--- config.mk ---
export PLATFORM = sky130hd
export DESIGN_NAME = mul_div_unit
export DESIGN_NICKNAME = d
export VERILOG_FILES = /design/src/rtl/muldiv_pkg.sv /design/src/rtl/mul_div_unit_div_step.sv /design/src/rtl/mul_div_unit.sv
export SDC_FILE = /design/constraint.sdc
export NUM_CORES = 1
export LEC_CHECK = 0
export ABC_CLOCK_PERIOD_IN_PS = 4200
export BUFFER_PORTS_ARGS = -buffer_cell sky130_fd_sc_hd__buf_2
export CAP_MARGIN = 20
export CORE_UTILIZATION = 25
export DETAILED_ROUTE_END_ITERATION = 10
export PLACE_DENSITY = 0.39
export SYNTH_ARGS = -nofsm -noshare
export SYNTH_HDL_FRONTEND = slang
export SYNTH_SLANG_ARGS = --single-unit
--- constraint.sdc ---
create_clock -name clk -period 4.2 [get_ports clk]
set_input_delay 0.21 -clock clk [delete_from_list [all_inputs] [get_ports clk]]
set_output_delay 0.21 -clock clk [all_outputs]
set_load 0.01 [all_outputs]
--- src/rtl/muldiv_pkg.sv ---
// Shared types and constants for the iterative multiply/divide unit.
package muldiv_pkg;

  localparam int DEFAULT_WIDTH = 16;

  typedef enum logic [1:0] {
    OP_MUL  = 2'd0,
    OP_MULH = 2'd1,
    OP_DIV  = 2'd2,
    OP_REM  = 2'd3
  } op_e;

  typedef enum logic [1:0] {
    ST_IDLE = 2'd0,
    ST_RUN  = 2'd1,
    ST_DONE = 2'd2
  } state_e;

endpackage

--- src/rtl/mul_div_unit_div_step.sv ---
// One restoring-division iteration: shift in a dividend bit, trial-subtract the divisor.
module div_step
  import muldiv_pkg::*;
#(
  parameter int WIDTH = DEFAULT_WIDTH
) (
  input  logic [WIDTH:0]   rem_in,
  input  logic             dividend_bit,
  input  logic [WIDTH-1:0] divisor,
  output logic [WIDTH:0]   rem_out,
  output logic             q_bit
);

  logic [WIDTH:0]   shifted;
  logic [WIDTH+1:0] diff;
  logic             unused_rem_msb;

  // The partial remainder is always below the divisor, so its top bit is never set on entry.
  assign unused_rem_msb = rem_in[WIDTH];
  assign shifted        = {rem_in[WIDTH-1:0], dividend_bit};
  assign diff           = {1'b0, shifted} - {2'b00, divisor};
  assign q_bit          = ~diff[WIDTH+1];
  assign rem_out        = q_bit ? diff[WIDTH:0] : shifted;

endmodule

--- src/rtl/mul_div_unit.sv ---
// Iterative multiply/divide unit with start/busy/done handshake and register-file writeback.
// Optional signed support is enabled by defining MULDIV_SIGNED_EN.
module mul_div_unit
  import muldiv_pkg::*;
#(
  parameter int WIDTH     = DEFAULT_WIDTH,
  parameter int ADDR_SIZE = 5
) (
  input  logic                 clk,
  input  logic                 rst,
  input  logic                 start,
  input  logic [1:0]           op,
  input  logic                 op_signed,
  input  logic [WIDTH-1:0]     a,
  input  logic [WIDTH-1:0]     b,
  input  logic [ADDR_SIZE-1:0] dest,
  output logic                 busy,
  output logic                 done,
  output logic [WIDTH-1:0]     result,
  output logic [ADDR_SIZE-1:0] wb_addr,
  output logic                 wb_we
);

  localparam int CW = $clog2(WIDTH);

  state_e               state_reg, state_next;
  op_e                  op_reg;
  logic [CW-1:0]        cnt_reg;
  logic [WIDTH-1:0]     b_reg;
  logic [WIDTH-1:0]     quo_reg;
  logic [WIDTH-1:0]     result_reg;
  logic [2*WIDTH-1:0]   prod_reg;
  logic [WIDTH:0]       rem_reg;
  logic [WIDTH:0]       rem_next;
  logic                 q_bit;
  logic [ADDR_SIZE-1:0] wb_addr_reg;
  logic [WIDTH:0]       add_sum;
  logic [WIDTH-1:0]     mag_a, mag_b;
  logic [2*WIDTH-1:0]   prod_fix;
  logic [WIDTH-1:0]     quo_fix, rem_fix, final_res;

`ifdef MULDIV_SIGNED_EN
  logic neg_a_reg, neg_b_reg;
  logic a_neg, b_neg;

  assign a_neg = op_signed & a[WIDTH-1];
  assign b_neg = op_signed & b[WIDTH-1];
  assign mag_a = a_neg ? -a : a;
  assign mag_b = b_neg ? -b : b;
`else
  logic unused_op_signed;

  assign unused_op_signed = op_signed;
  assign mag_a = a;
  assign mag_b = b;
`endif

  div_step #(.WIDTH(WIDTH)) u_div_step (
    .rem_in      (rem_reg),
    .dividend_bit(quo_reg[WIDTH-1]),
    .divisor     (b_reg),
    .rem_out     (rem_next),
    .q_bit       (q_bit)
  );

  // Shift-add: add the multiplicand to the upper half when the current multiplier bit is set.
  assign add_sum = {1'b0, prod_reg[2*WIDTH-1:WIDTH]} + (prod_reg[0] ? {1'b0, b_reg} : '0);

  always_ff @(posedge clk or posedge rst) begin
    if (rst) state_reg <= ST_IDLE;
    else     state_reg <= state_next;
  end

  always_comb begin
    state_next = state_reg;
    busy       = 1'b0;
    done       = 1'b0;
    case (state_reg)
      ST_IDLE: if (start) state_next = ST_RUN;
      ST_RUN: begin
        busy = 1'b1;
        if (cnt_reg == CW'(WIDTH - 1)) state_next = ST_DONE;
      end
      ST_DONE: begin
        busy       = 1'b1;
        done       = 1'b1;
        state_next = ST_IDLE;
      end
      default: state_next = ST_IDLE;
    endcase
  end

  always_ff @(posedge clk or posedge rst) begin
    if (rst) begin
      op_reg      <= OP_MUL;
      cnt_reg     <= '0;
      b_reg       <= '0;
      quo_reg     <= '0;
      prod_reg    <= '0;
      rem_reg     <= '0;
      result_reg  <= '0;
      wb_addr_reg <= '0;
`ifdef MULDIV_SIGNED_EN
      neg_a_reg   <= 1'b0;
      neg_b_reg   <= 1'b0;
`endif
    end else begin
      case (state_reg)
        ST_IDLE: if (start) begin
          op_reg      <= op_e'(op);
          cnt_reg     <= '0;
          b_reg       <= mag_b;
          quo_reg     <= mag_a;
          prod_reg    <= {{WIDTH{1'b0}}, mag_a};
          rem_reg     <= '0;
          wb_addr_reg <= dest;
`ifdef MULDIV_SIGNED_EN
          neg_a_reg   <= a_neg;
          neg_b_reg   <= b_neg;
`endif
        end
        ST_RUN: begin
          cnt_reg  <= cnt_reg + 1'b1;
          prod_reg <= {add_sum, prod_reg[WIDTH-1:1]};
          quo_reg  <= {quo_reg[WIDTH-2:0], q_bit};
          rem_reg  <= rem_next;
        end
        ST_DONE: result_reg <= final_res;
        default: ;
      endcase
    end
  end

  // Sign correction happens on the magnitude results while in DONE, keeping latency fixed.
  always_comb begin
    prod_fix = prod_reg;
    quo_fix  = quo_reg;
    rem_fix  = rem_reg[WIDTH-1:0];
`ifdef MULDIV_SIGNED_EN
    if (neg_a_reg ^ neg_b_reg)                   prod_fix = -prod_reg;
    if ((neg_a_reg ^ neg_b_reg) && (b_reg != '0)) quo_fix  = -quo_reg;
    if (neg_a_reg)                               rem_fix  = -rem_reg[WIDTH-1:0];
`endif
    case (op_reg)
      OP_MUL:  final_res = prod_fix[WIDTH-1:0];
      OP_MULH: final_res = prod_fix[2*WIDTH-1:WIDTH];
      OP_DIV:  final_res = quo_fix;
      OP_REM:  final_res = rem_fix;
      default: final_res = quo_fix;
    endcase
  end

  assign result  = (state_reg == ST_DONE) ? final_res : result_reg;
  assign wb_addr = wb_addr_reg;
  assign wb_we   = done;

endmodule

* Yosys cells after proc, flatten, opt, wreduce, memory -nomap -nowiden
Index checks and enable logic that the tools add are counted. W data, S select, Z words.
Word-level totals: flip-flop bits (word level) 109, latch bits 0, RAM bits 0, memory bits (read-only) 0, output and inout bits 24, logic and storage cells 45, memories 0
Cells by class: $add $sub $neg 3, $mul 0, divide/modulo/power cells 0, order comparisons 0, equality and inequality tests 8, shift operators 0, mux-type cells 17, bitwise logic cells 1, reductions and logical operators 7
Operator list (number):
- $mux W16 | 5
- $pmux W16 S2 | 2
- $pmux W16 S4 | 1
- $pmux W32 S2 | 1
- $mux W32 | 1
- $sub A17 B16 Y18 | 1
- $add A16 B16 Y17 | 1
- $pmux W4 S2 | 1
- $eq A2 B2 Y1 const B | 3
- $reduce_and A2 Y1 | 3
- $add A4 B1 Y4 const B | 1
- $eq A2 B1 Y1 const B | 2
- $eq A4 B4 Y1 const B | 1
- $logic_not A2 Y1 | 2
- $mux W2 | 2
- $mux W4 | 1
- $ne A2 B2 Y1 const B | 2
- $pmux W2 S2 | 1
- $mux W1 | 2
- $reduce_bool A2 Y1 | 1
- $reduce_or A2 Y1 | 1
- $not A1 Y1 | 1

* Longest topological paths before layout
depth in word-level cells 3, gate-level depth with buffers 11, depth with buffers taken out 11

* Hierarchy
A second synthesis with hierarchy kept.
Second synthesis, totals: cells, all modules 640, area total of the unflattened synthesis 6697.7 µm²
By module, submodules not included:
- mul_div_unit | instances 1, cells each 495, area an instance 5565.3 µm²
- div_step | instances 1, cells each 145, area an instance 1132.3 µm²

* Worst setup path before layout
No wires, ideal clock.
path type register -> register, start register prod_reg[0], in the netlist prod_fix[0], end register prod_reg[28], in the netlist prod_fix[28], arrival 2.230 ns, data required time 4.065 ns, setup slack 1.836 ns, stages on the path, launching flop included 12, cell sequence dfrtp_1 > clkbuf_1 > nand2_1 > inv_1 > ha_1 > a211o_1 > a211oi_2 > nor2_2 > a221oi_4 > o21ai_1 > xnor2_1 > o21ai_0
On the way: longest elaborated chain between the ends 3
Ends and longest elaborated chain:
- start: declaration | RTL line mul_div_unit.sv:32 | logic [2*WIDTH-1:0] prod_reg;
- start signal: assignment | RTL line mul_div_unit.sv:114 | prod_reg <= {{WIDTH{1'b0}}, mag_a};
- start signal: assignment | RTL line mul_div_unit.sv:124 | prod_reg <= {add_sum, prod_reg[WIDTH-1:1]};
- $mux W16 | RTL line mul_div_unit.sv:67 | assign add_sum = {1'b0, prod_reg[2*WIDTH-1:WIDTH]} + (prod_reg[0] ? {1'b0, b_reg} : '0);
- $add A16 B16 Y17 | RTL line mul_div_unit.sv:67
- $pmux W32 S2 | RTL line mul_div_unit.sv:108 | case (state_reg)
Every way passes these cells. A chain may end at the register's enable or synchronous reset.

* Final worst setup path
start register prod_reg[0], in the netlist prod_fix[0], end register prod_reg[29], in the netlist prod_fix[29]
Same word-level chain as after synthesis.

==> qor.tcl <==
set qor(grt_usage_pct) 13.1
set qor(synthDistinctLibCells) 58
set qor(post-dp-hpwl_um) 12300
set qor(final_setup_margin_ns) 1.38
set qor(grt_pass1_vias) 4927
set qor(power_leakage_nw) 3.48
set qor(critPathMaxFanout) 18
set qor(ys_seq_area_share_pct) 41.8
set qor(synth-edff-count) 0
set qor(netlist_instances) 637
set qor(cts_sinks) 109
set qor(floorplan.initialDensity_pct) 25.7
set qor(slew_viol_final) 0
set qor(asyncSetResetFlopFracSynth_pct) 100
set qor(routed-via-count) 4782
set qor(num_io_pins) 67
set qor(syn_area_per_cell_sq_um) 10.2
set qor(layout.filler_cells) 2612
set qor(critical_path.top_delay_family) {simple AND/OR/NAND/NOR gates}
set qor(port_buffers) 65
set qor(pre_cts_ws_ns) 1.33
set qor(timing.final.crit_share_pct) 67.1
set qor(die-width_um) 164
set qor(critPathLaunch) {prod_fix[0]}
set qor(area_of_combinational_cells_with_multiple_inputs_sq_um) 3530
set qor(dominantRegCellSynth) {sky130_fd_sc_hd__dfrtp_1}
set qor(dieHeight_um) 164
set qor(floorplan.die_area_sq_um) 26700
set qor(most-common-layout-cells) {109 x sky130_fd_sc_hd__dfrtp_1, 65 x sky130_fd_sc_hd__buf_2, 63 x sky130_fd_sc_hd__nand2_1}
set qor(max_freq_mhz) 355
set qor(postCtsResizedCells) 0
set qor(cts_buffer_depth) 2
set qor(critical_path_required_ns) 4.42
set qor(worstHoldPathCells) 2
set qor(insertion_delay_ns) 0.35
set qor(cts-buffers-inserted) 9
set qor(post-place-cells) 1005
set qor(flow.area_growth_from_synthesis_pct) 15.9
set qor(clock-root-buffer) {sky130_fd_sc_hd__clkbuf_16}
set qor(critPathArrivalTime_ns) 3.04
set qor(cts_setup_buffers) 0
set qor(rsz0062_at_grt) {no}
set qor(endpoint) {prod_fix[29]}
set qor(initial_antenna_violation_count) 0
set qor(worst_path_largest_cell_delay_ns) 0.64
set qor(clk_transition_reported_paths_ns) 0.08
set qor(routed_via_density) 4.68
set qor(r2r_cells) 11
set qor(postCtsHoldBufs) 0
set qor(detailedRoute.firstIterationViolations) 192
set qor(layout.nets) 769
set qor(sequential_cell_area_sq_um) 2730
set qor(worst_slew_slack_as_a_fraction_of_its_limit_pct) 32.2
set qor(setup.worst_path.class) {flop to flop}
set qor(ctsHtreeMaxLevel) 3
set qor(setup_violations) 0
set qor(final-hold-violation-count) 0
set qor(finalWirelength_um) 16900
set qor(cellPowerDensity_nw_per_um2) 722
set qor(min_period_ns) 2.82
set qor(reg2reg_to) {prod_fix[29]}
set qor(stdcell_count) 1022
set qor(finClkSkew_ns) 0.00793
set qor(post-route-drc-count) 0
set qor(cp.depth) 11
set qor(finalSetupTns_ns) 0
set qor(std_cell_rows) 58
set qor(antenna_diodes) 0
set qor(worst_path_max_delay_cell) {sky130_fd_sc_hd__dfrtp_1}
set qor(hold_class) {input pin to flop}
set qor(element_type_at_the_critical_path_start) {flop}
set qor(maximum_vdd_drop_mv) 0.393
set qor(path_cells) {and2_1 -> ha_1 -> inv_1 -> fa_1 -> nor2b_1 -> o31a_1 -> o221ai_1 -> nor4b_1 -> nor2_1 -> xnor2_1 -> o21ai_0}
set qor(synthesis.area_sq_um) 6520
set qor(drv_cap) 0
set qor(mostFrequentLayoutCell) {sky130_fd_sc_hd__dfrtp_1}
set qor(endpoint_kind) {flop}
set qor(grt_max_degree) 102
set qor(floorplan.core_area_sq_um) 25400
set qor(synth-warning-count) 0
set qor(layout-drive-gt1-share_pct) 22.8
set qor(firstDrtPassIters) 5
set qor(total_power_mw) 5.46
set qor(worstMarginPinSlew_ns) 1.02
set qor(postSynthNetCount) 718
set qor(grt.overflow.total) 0
set qor(grt_first_pass_wirelength_um) 27100
set qor(timing.critical_path.buf_inv) 1
set qor(cts_tree) {built}
set qor(run_status) {completed}
set qor(whs_ns) 0.0871
set qor(route.antenna.remaining_nets) 0
set qor(routabilityCongestion) 0.840
set qor(beginning_of_the_worst_register_to_register_path) {prod_fix[0]}
set qor(ys_seq_elements) 109
set qor(wire_per_inst_um) 16.6
set qor(worst_reg2reg_setup_slack_ns) 1.38
set qor(largest_register_ffs) 32
how the worst min path moves through the flow:
stage | startpoint | to | slack [ns]
2_1_floorplan | dest[1] | wb_addr[1] | 0.36
3_3_place_gp | dest[0] | wb_addr[0] | 0.44
3_5_place_dp | b[13] | b_reg[13] | 0.44
4_1_cts | b[4] | b_reg[4] | 0.07
5_1_grt | b[14] | b_reg[14] | 0.07
6_report | b[2] | b_reg[2] | 0.09
where the power goes:
part | total [mW] | internal [mW] | switching, mW | leakage [nW]
registers | 1.82 | 1.42 | 0.396 | 1.40
clock network | 0.957 | 0.555 | 0.402 | 0.159
logic | 2.69 | 1.20 | 1.49 | 1.92
per-stage QoR:
step	cell area (sq um)	utilization, %
floorplan	6520	-
global placement	7170	28.2
detailed placement	7200	28.3
CTS	7520	29.6
global route	7560	29.8
finish	7560	29.8
worst register-to-register path: cells and delay by family, from the launching register on:
kind / cells / cell delay, ns
adders and majority gates: 2 / 0.60
and+or+nand+nor: 4 / 0.75
AOI/OAI and AO/OA: 3 / 0.50
DFF: 1 / 0.64
xor gates and xnor gates: 1 / 0.13
buffers and inverters: 1 / 0.07
cells by family after synthesis:
logic type | synth area share (%)
AO/OA/AOI/OAI | 18.2
AND/OR/NAND/NOR | 11.3
adder cells (fa/ha/maj) | 7.52
flip-flops | 41.8
buffers and inverters | 4.26
XOR/XNOR | 2.95
multiplexers | 13.9
layer usage:
metal / track usage, % / vias up / wire length [um]
li1: - / 2385 / -
met1: 18.6 / 2320 / 8550
met2: 20.4 / 69 / 7600
met3: 2.34 / 8 / 634
met4: 3.11 / 0 / 145
met5: 0 / - / 0
Yosys cell counts, drive strengths merged (5+ instances only):
cell	count	area share, %
and2	17	1.6
buf	10	0.90
mux2i	11	1.7
a32oi	6	0.81
o21a	6	0.69
mux2	39	6.7
a22o	6	0.81
a21oi	54	4.2
nand3	7	0.54
nor2	15	0.90
xor2	8	1.1
nand4	5	0.48
a211oi	5	0.73
a31oi	6	0.81
mux4	16	5.5
clkbuf	24	1.4
nor2b	20	1.9
xnor2	14	1.9
nor3	6	0.46
a21o	10	1.2
inv	34	2.0
o31ai	6	0.69
nand2	63	3.6
dfrtp	109	42
nand2b	5	0.48
ha	36	6.9
o21ai	68	5.3
cell type report:
| type | instances | share of cell area (%) |
|---|---|---|
| clock inverter | 3 | 0.910 |
| clock buffer | 12 | 3.39 |
| multi-input combinational | 460 | 46.7 |
| tap | 330 | 5.46 |
| timing repair buffer | 74 | 5.76 |
| inverter | 34 | 1.72 |
| sequential | 109 | 36.1 |
Power figures use the tool's default switching activity.
